### config.mk
export PLATFORM = sky130hd
export DESIGN_NAME = chunked_alu
export DESIGN_NICKNAME = d
export VERILOG_FILES = /design/src/rtl/chunked_alu.sv
export SDC_FILE = /design/constraint.sdc
export NUM_CORES = 1
export LEC_CHECK = 0
export CAP_MARGIN = 5
export CORE_ASPECT_RATIO = 0.9
export CORE_UTILIZATION = 54
export DETAILED_ROUTE_END_ITERATION = 8
export PLACE_DENSITY = 0.83
export SLEW_MARGIN = 10
export SYNTH_ARGS = -nofsm -noshare
export SYNTH_HDL_FRONTEND = slang
export SYNTH_SLANG_ARGS = --single-unit
export TNS_END_PERCENT = 5
### constraint.sdc
create_clock -name clk -period 4.16 [get_ports clk]
set_input_delay 0.624 -clock clk [delete_from_list [all_inputs] [get_ports clk]]
set_output_delay 0.624 -clock clk [all_outputs]
set_load 0.03 [all_outputs]
### src/rtl/chunked_alu.sv
// ============================================================================
//  Module      : chunked_alu
//  Description : Multi-cycle ALU (AND/OR/ADD/SUB/SLT) with a CHUNK-bit-per-
//                clock carry chain and valid/ready handshakes on both sides.
//  Revision    : 1.0 - initial release
// ============================================================================
`default_nettype none

module chunked_alu #(
    parameter int WIDTH = 32,
    parameter int CHUNK = 8
) (
    input  logic             clk,
    input  logic             rst,
    input  logic             in_valid,
    output logic             in_ready,
    input  logic [2:0]       op,
    input  logic [WIDTH-1:0] a,
    input  logic [WIDTH-1:0] b,
    output logic             out_valid,
    input  logic             out_ready,
    output logic [WIDTH-1:0] result,
    output logic             zero,
    output logic             carry,
    output logic             overflow,
    output logic             err
);

    localparam int NCHUNK = WIDTH / CHUNK;
    localparam int IDXW   = (NCHUNK > 1) ? $clog2(NCHUNK) : 1;
    localparam logic [IDXW-1:0] LAST_IDX = IDXW'(NCHUNK - 1);

    localparam logic [2:0] OP_AND = 3'b000;
    localparam logic [2:0] OP_OR  = 3'b001;
    localparam logic [2:0] OP_ADD = 3'b010;
    localparam logic [2:0] OP_SUB = 3'b110;
    localparam logic [2:0] OP_SLT = 3'b111;

    generate
        if ((CHUNK < 1) || ((WIDTH % CHUNK) != 0)) begin : g_bad_params
            $error("chunked_alu: WIDTH must be a multiple of CHUNK and CHUNK >= 1");
        end
    endgenerate

    typedef enum logic [1:0] {
        S_IDLE  = 2'd0,
        S_ARITH = 2'd1,
        S_DONE  = 2'd2
    } state_t;

    state_t            r_state;
    state_t            w_state_nxt;
    logic [WIDTH-1:0]  r_a;
    logic [WIDTH-1:0]  r_b;
    logic              r_cy;
    logic              r_slt;
    logic [IDXW-1:0]   r_idx;
    logic [WIDTH-1:0]  r_result;
    logic              r_zero;
    logic              r_carry;
    logic              r_overflow;
    logic              r_err;

    logic              w_accept;
    logic              w_is_arith;
    logic              w_is_sub;
    logic              w_is_illegal;
    logic              w_last;
    logic [WIDTH-1:0]  w_logic_res;
    logic [CHUNK-1:0]  w_a_chunk;
    logic [CHUNK-1:0]  w_b_chunk;
    logic [CHUNK:0]    w_sum;
    logic              w_msb;
    logic              w_ovf;
    logic [WIDTH-1:0]  w_arith_res;

    assign in_ready  = (r_state == S_IDLE);
    assign out_valid = (r_state == S_DONE);
    assign result    = r_result;
    assign zero      = r_zero;
    assign carry     = r_carry;
    assign overflow  = r_overflow;
    assign err       = r_err;

    assign w_accept     = in_valid && (r_state == S_IDLE);
    assign w_is_arith   = (op == OP_ADD) || (op == OP_SUB) || (op == OP_SLT);
    assign w_is_sub     = (op == OP_SUB) || (op == OP_SLT);
    assign w_is_illegal = !w_is_arith && (op != OP_AND) && (op != OP_OR);
    assign w_last       = (r_idx == LAST_IDX);

    always_comb begin
        w_logic_res = '0;
        case (op)
            OP_AND:  w_logic_res = a & b;
            OP_OR:   w_logic_res = a | b;
            default: w_logic_res = '0;
        endcase
    end

    // One CHUNK-wide slice of the carry chain per ARITH cycle
    assign w_a_chunk = r_a[r_idx*CHUNK +: CHUNK];
    assign w_b_chunk = r_b[r_idx*CHUNK +: CHUNK];
    assign w_sum     = {1'b0, w_a_chunk} + {1'b0, w_b_chunk} + (CHUNK+1)'(r_cy);
    assign w_msb     = w_sum[CHUNK-1];
    assign w_ovf     = (r_a[WIDTH-1] == r_b[WIDTH-1]) && (w_msb != r_a[WIDTH-1]);

    always_comb begin
        w_arith_res = r_result;
        w_arith_res[r_idx*CHUNK +: CHUNK] = w_sum[CHUNK-1:0];
        // SLT: sign of (a-b) corrected by overflow gives the signed compare
        if (r_slt && w_last) begin
            w_arith_res = {{(WIDTH-1){1'b0}}, w_msb ^ w_ovf};
        end
    end

    always_ff @(posedge clk) begin
        if (rst) begin
            r_state <= S_IDLE;
        end else begin
            r_state <= w_state_nxt;
        end
    end

    always_comb begin
        w_state_nxt = r_state;
        case (r_state)
            S_IDLE:  if (w_accept) w_state_nxt = w_is_arith ? S_ARITH : S_DONE;
            S_ARITH: if (w_last) w_state_nxt = S_DONE;
            S_DONE:  if (out_ready) w_state_nxt = S_IDLE;
            default: w_state_nxt = S_IDLE;
        endcase
    end

    always_ff @(posedge clk) begin
        if (rst) begin
            r_a        <= '0;
            r_b        <= '0;
            r_cy       <= 1'b0;
            r_slt      <= 1'b0;
            r_idx      <= '0;
            r_result   <= '0;
            r_zero     <= 1'b0;
            r_carry    <= 1'b0;
            r_overflow <= 1'b0;
            r_err      <= 1'b0;
        end else begin
            case (r_state)
                S_IDLE: begin
                    if (w_accept) begin
                        if (w_is_arith) begin
                            r_a   <= a;
                            r_b   <= w_is_sub ? ~b : b;
                            r_cy  <= w_is_sub;
                            r_slt <= (op == OP_SLT);
                            r_idx <= '0;
                        end else begin
                            r_result   <= w_logic_res;
                            r_zero     <= (w_logic_res == '0);
                            r_carry    <= 1'b0;
                            r_overflow <= 1'b0;
                            r_err      <= w_is_illegal;
                        end
                    end
                end
                S_ARITH: begin
                    r_result <= w_arith_res;
                    r_cy     <= w_sum[CHUNK];
                    r_idx    <= r_idx + IDXW'(1);
                    if (w_last) begin
                        r_idx      <= '0;
                        r_zero     <= (w_arith_res == '0);
                        r_carry    <= r_slt ? 1'b0 : w_sum[CHUNK];
                        r_overflow <= w_ovf;
                        r_err      <= 1'b0;
                    end
                end
                default: begin
                end
            endcase
        end
    end

endmodule

`default_nettype wire

==> impl_metrics.ini <==
[cts]
clk_latency_ns = 0.36
cts_sinks = 106
clk_pin_slew_ns = 0.08
cts_max_level = 3
root_buffer = clkbuf_16
cts_setup_buffers = 0
cts_resized = 0
cts_buffer_depth = 2
cts_buffers = 9
tritoncts = done
ctsHoldBuffers = 0

[pwr]
sequentialPowerShare = 0.408
powerDensity_mw_per_mm2 = 350
internal_power_mw = 1.86
power_mw = 2.83
netSwitchingFraction = 0.343
power_frac_comb = 0.288
ir_worst_vdd_mv = 0.277
switching_power_uw = 970
p_leak_nw = 2.72
clockPowerShare = 0.304

[logic_synthesis]
ys_types = 68
syn_area_mm2 = 0.00665
synth-simple-area-share = 0.165
synth_compound_area_frac = 0.275
synth_edf_count = 0
postSynth.asyncResetShare = 0
syn_nets = 877
synth_top_family_by_area = compound AO/OA/AOI/OAI gates
ys_seq_area_frac = 0.319
synthAdderAreaFrac = 0.0801
synthXorXnorAreaFrac = 0.0459
avgSynthCellArea_um2 = 8.41
synthFlopType = dfxtp_1
muxShareOfSynthArea = 0.0589
synth_seq_cells = 106
yosys_warnings = 0
synthCells = 791

[floorplanning]
die_h_um = 107
initial_core_util = 0.553
io_pins = 109
die_x_um = 119
die-area_mm2 = 0.0128
core-area_mm2 = 0.0120
rows = 38

[sta]
max_slew.worst_pin.slew_ns = 1.22
relSlewSlack = 0.189
skew_ns = 0.0119
setup_violations = 0
fmax_ghz = 0.283
drv_slew = 0
finalSetupTns_ns = 0
finalHoldViolations = 0
worst_slack_ns = 0.621
period_share = 0.851
fin_hold_ws_ns = 0.452
min_period_ns = 3.54
rsz0062_at_grt = no

[setup_path]
crit_start = r_idx[0]
end_kind = register
reg2reg_slack_ns = 0.62
worstSetupPathType = register to register
required_ns = 4.44
path_buf_inv = 1
worst_path_dominant_cell_family = adder cells
r2r_start = r_idx[0]
crit_chain = mux4_2 > fa_1 > inv_1 > fa_1 > xor2_1 > a21oi_1 > nor4_1 > nand3_1 > nor4_1 > o21ai_1 > o32ai_2
r2r_cells = 11
crit_fanout = 7
crit_path_top_delay_cell = xor2_1
worstReg2RegEnd = zero
start_kind = register
arrival_ns = 3.82
max_stage_delay_ns = 0.55

[run_status]
outcome = finished, final reports clean

[finish]
fin_util = 0.671
areaGrowthSynthToFinish_pct = 21.3
num-nets-final = 941
fill_cells = 1012
drive_gt1_frac = 0.0767
fin_cells = 1020
final_area_mm2 = 0.00807
num_antenna_cells = 0
most-common-layout-cells = 106 x dfxtp_1, 106 x clkdlybuf4s50_1, 96 x nor2_1, 75 x a211oi_1, 73 x nand2_1

[placed_design]
io_buffers = 108
dp_hpwl_um = 17000
dp_slack_ns = 0.723
place_inst = 1004
gp_congestion = 0.943
dpl_cell_area_mm2 = 0.00778

[global_route]
grt_pass1_wl_um = 34400
grt_max_degree = 108
grt.total_usage = 0.364
grt_pass1_vias = 5987
grt_overflow_total = 0
antenna_found_initial = 0

[routing]
drtPass1Iterations = 6
drtIter0Drc = 657
wl_met3_um = 2210
routed.top_layer = met4
wl_met1_um = 9850
drc = 0
wl_per_cell_um = 22.5
totalWireLength_um = 23000
num_vias = 6637
drtAntennaViolNets = 0
viasPerCell = 6.51
dr_wl_met2_um = 10100

[hold_path]
min_to = overflow
min-delay-start = overflow
holdPathStages = 2
hold_path.class = register to register

[run]
cap_viol_max_count = 0
-- area by class of cell --
class | instances | area [um2] | share of cell area
Timing Repair Buffer | 120 | 1190 | 0.147
Inverter | 26 | 97.6 | 0.0121
Multi-Input combinational cell | 592 | 4180 | 0.517
Sequential cell | 106 | 2120 | 0.263
Clock buffer | 11 | 243 | 0.0301
Tap cell | 160 | 200 | 0.0248
Clock inverter | 5 | 46.3 | 0.00573
-- synth_stat cells, types with 7 or more instances --
library cell,count,area share
xor2_1,33,0.043
a21oi_1,42,0.032
a211oi_1,75,0.085
nand3_1,7,0.0053
dfxtp_1,106,0.32
clkbuf_1,44,0.025
o21ai_0,11,0.0083
maj3_1,33,0.050
nand2_1,74,0.042
o22a_1,13,0.017
nor4_1,8,0.0075
o22ai_1,18,0.017
nor2_1,97,0.055
nor3_1,12,0.0090
mux4_2,16,0.054
nand2b_1,11,0.010
a22oi_1,27,0.030
inv_1,26,0.015
ha_1,13,0.024
o21a_1,14,0.016
a32oi_1,7,0.0092
buf_2,17,0.013
-- worst min-delay path, stage by stage (launching register included) --
cell     delay [ns]
dfxtp_1        0.31
nand2_1        0.05
a21oi_1        0.05
-- flip-flops by register name, summed over array words and instances, names as in the netlist --
name	count
r_slt	1
zero	1
carry	1
overflow	1
r_cy	1
r_idx	2
err	1
r_state	2
result	32
r_a	32
r_b	32
-- routing by layer --
metal  global-route usage  up-vias
met2                0.537      371
met4                0.146        0
met5                    0        -
li1                     -     3036
met1                0.509     3187
met3               0.0906       43
-- logic make-up after synthesis --
family                   Yosys count
multiplexers                      19
adder cells (fa/ha/maj)           48
flip-flops                       106
AO/OA/AOI/OAI                    252
XOR/XNOR                          34
AND/OR/NAND/NOR                  239
buffers and inverters             93
-- power groups by stage --
| stage | clock network [mW] | logic (mW) | registers, mW |
|---|---|---|---|
| 2_1_floorplan | 0 | 0.435 | 1.21 |
| 3_3_place_gp | 0 | 0.782 | 1.17 |
| 3_5_place_dp | 0 | 0.796 | 1.17 |
| 4_1_cts | 0.866 | 0.799 | 1.15 |
| 5_1_grt | 0.909 | 0.864 | 1.16 |
| 6_report | 0.860 | 0.814 | 1.15 |
-- how the worst max path moves through the flow --
stage	endpoint	slack, ns	depth (start not counted)
detailed placement	result[30]	0.72	11
global route	zero	0.43	10
CTS	zero	0.70	11
floorplan	zero	0.71	12
finish	zero	0.62	11
global placement	result[0]	0.79	10
Note: power is estimated with default switching activity, not from simulation.
